<file path="config.mk">
export PLATFORM = sky130hd
export DESIGN_NAME = ram_bist_ctrl
export DESIGN_NICKNAME = d
export VERILOG_FILES = /design/src/rtl/ram_bist_ctrl.sv
export SDC_FILE = /design/constraint.sdc
export NUM_CORES = 1
export LEC_CHECK = 0
export CORE_MARGIN = 2
export CORE_UTILIZATION = 44
export CTS_BUF_LIST = sky130_fd_sc_hd__clkbuf_8
export DETAILED_ROUTE_END_ITERATION = 12
export GPL_TIMING_DRIVEN = 0
export MAX_ROUTING_LAYER = met4
export PLACE_DENSITY = 0.82
export SLEW_MARGIN = 20
export SYNTH_ARGS = -nofsm -noshare
export SYNTH_HDL_FRONTEND = slang
export SYNTH_SLANG_ARGS = --single-unit
</file>
<file path="constraint.sdc">
create_clock -name i_clk -period 1.88 [get_ports i_clk]
set_clock_uncertainty 0.05 [all_clocks]
set_input_delay 0.282 -clock i_clk [delete_from_list [all_inputs] [get_ports i_clk]]
set_output_delay 0.282 -clock i_clk [all_outputs]
set_load 0.1 [all_outputs]
</file>
<file path="src/rtl/ram_bist_ctrl.sv">
// ram_bist_ctrl: March-style built-in self test controller for a synchronous
// single-port-pair RAM with one-cycle read latency.
// Algorithm: M0 up(w P); M1 up(r P, w ~P); M2 down(r ~P, w P); M3 down(r P).
// Each read is compared in the cycle after it is issued, so every read state
// is followed by a compare state (M1_WR, M2_WR, M3_CHK) on the same address.
module ram_bist_ctrl #(
  parameter int WIDTH   = 16,
  parameter int DEPTH   = 32,
  parameter int ADDRESS = 5
) (
  input  logic               i_clk,
  input  logic               i_rst,
  input  logic               i_start,
  input  logic [WIDTH-1:0]   i_pattern,
  input  logic               i_ready,
  input  logic [WIDTH-1:0]   i_rd_data,
  output logic               o_cs,
  output logic               o_valid,
  output logic               o_wr_en,
  output logic [ADDRESS-1:0] o_wr_addr,
  output logic [WIDTH-1:0]   o_wr_data,
  output logic               o_rd_en,
  output logic [ADDRESS-1:0] o_rd_addr,
  output logic               o_busy,
  output logic               o_done,
  output logic               o_pass,
  output logic [7:0]         o_err_cnt,
  output logic [ADDRESS-1:0] o_fail_addr,
  output logic [WIDTH-1:0]   o_fail_data
);

  typedef enum logic [3:0] {
    IDLE   = 4'd0,
    M0_WR  = 4'd1,
    M1_RD  = 4'd2,
    M1_WR  = 4'd3,
    M2_RD  = 4'd4,
    M2_WR  = 4'd5,
    M3_RD  = 4'd6,
    M3_CHK = 4'd7,
    DONE   = 4'd8
  } state_t;

  localparam logic [ADDRESS-1:0] LAST_ADDR = ADDRESS'(DEPTH - 1);
  localparam logic [ADDRESS-1:0] ONE_ADDR  = ADDRESS'(1);

  state_t               r_state;
  state_t               w_next;
  logic [ADDRESS-1:0]   r_addr;
  logic [WIDTH-1:0]     r_pat;
  logic [7:0]           r_err_cnt;
  logic                 r_fail_seen;
  logic [ADDRESS-1:0]   r_fail_addr;
  logic [WIDTH-1:0]     r_fail_data;

  logic                 w_accept;
  logic                 w_addr_last;
  logic                 w_addr_first;
  logic                 w_chk;
  logic [WIDTH-1:0]     w_expect;
  logic                 w_mismatch;

  // Error counter increment that sticks at full scale instead of wrapping.
  function automatic logic [7:0] sat_inc(input logic [7:0] cnt);
    if (cnt == 8'hFF) begin
      return cnt;
    end
    return cnt + 8'd1;
  endfunction

  assign w_accept     = ((r_state == IDLE) || (r_state == DONE)) && i_start && i_ready;
  assign w_addr_last  = (r_addr == LAST_ADDR);
  assign w_addr_first = (r_addr == '0);

  // Read data returned this cycle belongs to the read issued last cycle at the
  // same address; M2 expects the inverted background written during M1.
  assign w_chk      = (r_state == M1_WR) || (r_state == M2_WR) || (r_state == M3_CHK);
  assign w_expect   = (r_state == M2_WR) ? ~r_pat : r_pat;
  assign w_mismatch = w_chk && (i_rd_data != w_expect);

  // State register; reset aborts any run in progress.
  always_ff @(posedge i_clk or negedge i_rst) begin
    if (!i_rst) begin
      r_state <= IDLE;
    end else begin
      r_state <= w_next;
    end
  end

  // Next-state: each element ends on its boundary address and hands over to
  // the first state of the next element rather than wrapping.
  always_comb begin
    w_next = r_state;
    case (r_state)
      IDLE:    if (w_accept) w_next = M0_WR;
      M0_WR:   if (w_addr_last) w_next = M1_RD;
      M1_RD:   w_next = M1_WR;
      M1_WR:   w_next = w_addr_last ? M2_RD : M1_RD;
      M2_RD:   w_next = M2_WR;
      M2_WR:   w_next = w_addr_first ? M3_RD : M2_RD;
      M3_RD:   w_next = M3_CHK;
      M3_CHK:  w_next = w_addr_first ? DONE : M3_RD;
      DONE:    if (w_accept) w_next = M0_WR;
      default: w_next = IDLE;
    endcase
  end

  // RAM bus and status decode; everything idles at zero outside a run.
  always_comb begin
    o_wr_en   = 1'b0;
    o_wr_addr = '0;
    o_wr_data = '0;
    o_rd_en   = 1'b0;
    o_rd_addr = '0;
    o_busy    = 1'b1;
    case (r_state)
      M0_WR: begin
        o_wr_en   = 1'b1;
        o_wr_addr = r_addr;
        o_wr_data = r_pat;
      end
      M1_RD, M2_RD, M3_RD: begin
        o_rd_en   = 1'b1;
        o_rd_addr = r_addr;
      end
      M1_WR: begin
        o_wr_en   = 1'b1;
        o_wr_addr = r_addr;
        o_wr_data = ~r_pat;
      end
      M2_WR: begin
        o_wr_en   = 1'b1;
        o_wr_addr = r_addr;
        o_wr_data = r_pat;
      end
      M3_CHK:  o_busy = 1'b1;
      default: o_busy = 1'b0;
    endcase
  end

  assign o_cs        = o_wr_en | o_rd_en;
  assign o_valid     = o_wr_en;
  assign o_done      = (r_state == DONE);
  assign o_pass      = o_done && (r_err_cnt == 8'd0);
  assign o_err_cnt   = r_err_cnt;
  assign o_fail_addr = r_fail_addr;
  assign o_fail_data = r_fail_data;

  // Address walk, pattern latch and mismatch bookkeeping.
  always_ff @(posedge i_clk or negedge i_rst) begin
    if (!i_rst) begin
      r_addr      <= '0;
      r_pat       <= '0;
      r_err_cnt   <= '0;
      r_fail_seen <= 1'b0;
      r_fail_addr <= '0;
      r_fail_data <= '0;
    end else if (w_accept) begin
      r_addr      <= '0;
      r_pat       <= i_pattern;
      r_err_cnt   <= '0;
      r_fail_seen <= 1'b0;
      r_fail_addr <= '0;
      r_fail_data <= '0;
    end else begin
      case (r_state)
        M0_WR:   r_addr <= w_addr_last ? '0 : r_addr + ONE_ADDR;
        M1_WR:   r_addr <= w_addr_last ? LAST_ADDR : r_addr + ONE_ADDR;
        M2_WR:   r_addr <= w_addr_first ? LAST_ADDR : r_addr - ONE_ADDR;
        M3_CHK:  r_addr <= w_addr_first ? '0 : r_addr - ONE_ADDR;
        default: r_addr <= r_addr;
      endcase
      if (w_mismatch) begin
        r_err_cnt <= sat_inc(r_err_cnt);
        if (!r_fail_seen) begin
          r_fail_seen <= 1'b1;
          r_fail_addr <= r_addr;
          r_fail_data <= i_rd_data;
        end
      end
    end
  end

endmodule

</file>
==> results of run 1 <==
## repair_timing
item                                   CTS  global route
pin swaps                               17            35
hold buffers                             1             0
buffers inserted                        26            36
gates cloned                             5             1
endpoints found under the hold margin   55             0
setup endpoints to repair              116           103
resized for setup                      400           114
## tightest hold or removal path, stage by stage
cell and delay, ps:
clkdlybuf4s50_1 390, nand2_1 50, nand2_1 40
## final cells by class
type	count	area, sq um	area share, %
multi-input cells	281	2260	37.2
flip-flops and latches	55	1400	23.0
clock buffers	5	68.8	1.13
clock inverters	3	41.3	0.678
repair buffers	160	1870	30.7
plain buffers	20	209	3.43
inverters	26	108	1.77
well taps	99	124	2.04
## per-layer routing
metal | vias up | track usage [%]
met4 | 0 | 14.4
met1 | 1924 | 37.1
li1 | 1609 | -
met5 | - | -
met2 | 280 | 53.4
met3 | 82 | 5.18
## logic make-up (layout without fill, tap and decap cells)
| family | Yosys count | count (layout) | synth area share [%] |
|---|---|---|---|
| simple gates | 178 | 178 | 25.3 |
| flops | 55 | 55 | 41.9 |
| compound gates | 50 | 50 | 9.82 |
| fa+ha+maj | 6 | 6 | 2.28 |
| mux | 27 | 27 | 8.22 |
| xor+xnor | 20 | 20 | 5.33 |
| buf+inv | 49 | 214 | 7.23 |
## layout by cell type, fill, tap and decap left out, types with 8 or more instances in the layout
| cell type | synthesis | routed |
|---|---|---|
| nor2_4 | 0 | 10 |
| clkdlybuf4s15_1 | 0 | 11 |
| nor2_1 | 21 | 11 |
| o21ai_4 | 0 | 16 |
| inv_1 | 26 | 21 |
| nand2_2 | 0 | 8 |
| buf_8 | 0 | 10 |
| buf_4 | 1 | 36 |
| xnor2_1 | 11 | 10 |
| clkdlybuf4s50_1 | 0 | 33 |
| clkbuf_2 | 0 | 10 |
| dfrtp_1 | 55 | 38 |
| xor2_1 | 9 | 8 |
| nand2_1 | 101 | 88 |
| nand3_1 | 16 | 11 |
| buf_12 | 2 | 33 |
| mux2i_1 | 27 | 24 |
| dfrtp_2 | 0 | 15 |
| clkdlybuf4s15_2 | 0 | 8 |
| buf_6 | 2 | 27 |
## flip-flops by register name (all words and copies together), names as in the netlist
signal,flops
o_fail_data,16
r_pat,16
o_err_cnt,8
o_fail_addr,5
r_addr,5
r_state,4
r_fail_seen,1
## metrics by stage
step                instances  area [sq um]  hold WS [ps]  setup slack [ps]
floorplan                 385          3630         -63.6              -689
global placement          581          4720           419             -1560
detailed placement        581          4720           325             -1470
CTS                       620          5640           352              -700
global route              649          6090           439              -710
finish                    649          6090           420              -671
## worst paths after layout
check,endpoint,slack (ps),depth (start not counted)
hold / removal,r_pat[3],420,3
max in group asynchronous,o_err_cnt[1],740,2
setup / recovery,o_wr_addr[1],-670,8
hold reg to reg,o_err_cnt[4],490,1
min in group asynchronous,r_pat[8],490,2
setup reg to reg,o_fail_data[5],-590,9
==> metrics.txt, run 1 <==
Yosys cell types 56; Starting Density 45.3%; WL met1 5660 um; Final Cycle Share 136%; # H-tree levels 2; syn_nets 427; layout cell share with drive strength beyond 1 44.0%; Max Buffers Root-to-Sink 2; register area share after synthesis 41.9%; count leader, synth nand2_1; crit start category flip-flop; Via Count 3,895; Synth Flop Type dfrtp_1; worst path arrival time 2220 ps; Final Hold Vio Count 0; die area 8180 sq um; Worst Setup SP r_state[0]; first-pass GRT wire length 19,900 um; wire per inst 22.7 um; RR Startpoint r_pat[5]; RSZ-0062 raised after global routing yes; CP bufs+invs 4; total track usage 31.6%; Worst Path Class, Setup flip-flop to primary output; Die Ht 90.4 um; max-slew violation count 0; most frequent CP cell buf_6; largest net degree at the start of global routing 56; CTS sink cnt 55; hold_sp i_pattern[3]; Async S/R FF share, synth 100%; Synth area leaders dfrtp_1 (42%), nand2_1 (12%), mux2i_1 (8.2%), o21ai_0 (3.0%), inv_1 (3.0%); ant diodes 0; CP Data Required Time 1550 ps; GRT Residual Overflow 0; clk slew on worst S/H paths 100 ps; antenna-violating nets left 0; CTS root buffer clkbuf_8; final core utilization 83.9%; clock insertion delay at the later pin of the skew report 330 ps; vias in the first global route 3,713; row cnt 31; max-cap viol count 0; Worst Path Max Fanout 6; PnR worst setup slack -671 ps; Pre-Repair DR Iteration Count 8; relative slew slack 35.3%; CTS tree done; DRT Wirelength 14,800 um; Max stage delay on crit path 370 ps; fillers 342; wire length on met3 1030 um; Worst Setup End Kind primary output; Top Metal Used met4; Yosys reg bits 55; Cells after Synth 385; area leader, netlist dfrtp_1; die width 90.4 um; Yosys warnings 0; final setup fails 87; P&R area growth vs syn 85.1%; Worst Max-Slew Pin Slew 974 ps; hold crit path type input pin to flip-flop; Placer Congestion 0.908; Syn Area/Cell 8.54 sq um; met2 WL 7330 um; initial antenna violation count 0; dpl hpwl 7150 um; failing checks negative setup slack; Num CTS Buffers 5; CP max-delay cell dfrtp_1; crit-path cells buf_6 > or2b_4 > or3_4 > buf_8 > nor2b_4 > buf_6 > nor2_4 > buf_12; Ports 98; Synth top area share 41.9%; # port buffers 97; delay-heaviest family, CP simple AND/OR/NAND/NOR gates; Max Freq 392 MHz; post-layout min period 2550 ps; DR iter-0 viols 387; Cell Area, Synth 3290 sq um; routed vias/inst 6.00; status finished with violations; Post-synth EDFFs 0; final setup TNS -31,780 ps; Core Area 7250 sq um; Synth top cells by count nand2_1 (101), dfrtp_1 (55), mux2i_1 (27), inv_1 (26), nor2_1 (21); # nets final 591; residual DRC count 0
Power of run 1 is left out: the tool's default activity adds up to more than one toggle a clock period on the data nets, which glitch-free logic cannot reach.
==> run 2, diff against run 1 <==
SLEW_MARGIN = 10   (was 20)
==> metrics.txt, run 2 (synthesized netlist as in run 1, its figures left out) <==
Worst Path Class, Setup flip-flop to primary output; status finished with violations; residual DRC count 0 (unchanged); Num CTS Buffers 5 (unchanged); DR iter-0 viols 273 (-29%); Cells after DPL 582 (+0.17%); GRT Residual Overflow 0 (unchanged); hold crit path type input pin to flip-flop; row cnt 31 (unchanged); # H-tree levels 2 (unchanged); CTS root buffer clkbuf_8; CP max-delay cell dfrtp_1; ant diodes 0 (unchanged); # port buffers 97 (unchanged); die area 8180 sq um (unchanged); CP Data Required Time 1550 ps (about the same); first-pass GRT wire length 20,400 um (+2.5%); final setup fails 87 (unchanged); max-slew violation count 0 (unchanged); Max Freq 388 MHz (-0.99%); Ports 98 (unchanged); Via Count 3,982 (+2.2%); DRT Wirelength 16,600 um (+12%); initial antenna violation count 0 (unchanged); worst path arrival time 2240 ps (+20 ps); vias in the first global route 3,716 (+0.081%); total track usage 33.0% (+1.4 points); most common cell after layout, fill and taps aside nand2_1; layout cell share with drive strength beyond 1 46.1% (+2.1 points); Worst Path Max Fanout 5 (-1); max-cap viol count 0 (unchanged); Core Area 7250 sq um (unchanged); pre-CTS setup slack -1510 ps (-33.1 ps); Final Cycle Share 137% (+1.4 points); antenna-violating nets left 0 (unchanged); CTS sink cnt 55 (unchanged); Worst Setup End Kind primary output; Placer Congestion 0.908 (unchanged); Pre-Repair DR Iteration Count 7 (-1); crit start category flip-flop; Max Buffers Root-to-Sink 2 (unchanged); P&R area growth vs syn 87.7%; post-layout min period 2580 ps (+25.4 ps); dpl hpwl 7410 um (+3.6%); routed vias/inst 6.15 (+2.4%); clock insertion delay at the later pin of the skew report 330 ps (about the same); relative slew slack 36.3% (+0.94 points); Die Ht 90.4 um (unchanged); CTS tree done; crit-path cells or2b_4 > or3_4 > buf_8 > buf_6 > clkbuf_16 > o21ai_4 > buf_12; Worst Max-Slew Pin Slew 960 ps (-14.1 ps); failing checks negative setup slack; most frequent cells in the layout nand2_1 (87), dfrtp_1 (38), buf_6 (35); # nets final 590 (-0.17%); Final Hold Vio Count 0 (unchanged); Max stage delay on crit path 440 ps (+70 ps); RSZ-0062 raised after global routing yes; Non-Filler Instances 648 (-0.15%); clk slew on worst S/H paths 110 ps (about the same); Starting Density 45.3% (unchanged); die width 90.4 um (unchanged); wire per inst 25.5 um (+12%); largest net degree at the start of global routing 31 (-45%); PnR worst setup slack -696 ps (-25.4 ps)
## run 2: cell types whose count changed in the layout (fill, tap and decap cells not counted), sizes merged
cell           delta
clkdlybuf4s15     -3
inv               +1
buf               -4
clkdlybuf4s50     -1
clkbuf            +7
dlymetal6s2s      +2
dlygate4sd2       -2
clkinvlp          -1
## run 2: area by class of cell
| class | instances | area, sq um |
|---|---|---|
| Timing Repair Buffer | 158 | 1830 |
| Fill cell | 319 | 1080 |
| Clock buffer | 5 | 68.8 |
| Buffer | 21 | 244 |
| Tap cell | 99 | 124 |
| Multi-Input combinational cell | 281 | 2360 |
| Sequential cell | 55 | 1400 |
| Clock inverter | 3 | 41.3 |
| Inverter | 26 | 104 |
## run 2: repair_timing
action / in CTS / in global routing
hold buffers: 1 / 0
endpoints found under the setup margin: 116 / 99
gates cloned: 4 / 1
hold endpoints to repair: 29 / 0
setup buffers: 30 / 28
pin swaps: 13 / 27
gates resized for setup: 415 / 119
## run 2: critical path: cells and delay by family (launching register included)
kind                   cells  cell delay (ps)
flip-flops                 1              440
AO/OA/AOI/OAI              1              190
buffers and inverters      4              620
AND/OR/NAND/NOR            2              650
## run 2: path summary, 6_finish.rpt
kind	from	endpoint	slack, ps	cells after the start
max	r_state[0]	o_wr_data[13]	-700	7
min	i_rd_data[5]	o_fail_data[5]	320	3
max reg2reg	r_state[0]	o_fail_data[4]	-620	11
min reg2reg	o_err_cnt[5]	o_err_cnt[5]	480	1
max in group asynchronous	i_rst	o_err_cnt[0]	680	3
min in group asynchronous	i_rst	r_pat[9]	480	2
## run 2: metrics by stage
step / setup TNS (ps) / util [%] / cell area (sq um) / hold slack (ps)
after global routing: -39910 / 85.1 / 6170 / 338
after CTS: -25600 / 78.7 / 5710 / 422
after detailed placement: -62020 / 65.3 / 4740 / 311
after global placement: -126030 / 65.1 / 4720 / 419
after floorplan: -14860 / - / 3630 / -63.6
final: -37330 / 85.1 / 6170 / 318
## run 2: metal layers
| layer | vias up | track usage, % | routed length [um] |
|---|---|---|---|
| met4 | 0 | 14.1 | 1300 |
| met2 | 338 | 55.6 | 7920 |
| met3 | 136 | 4.51 | 1490 |
| met5 | - | - | 0 |
| met1 | 1903 | 39.8 | 5840 |
| li1 | 1605 | - | - |
Power of run 2 is left out for the same reason.
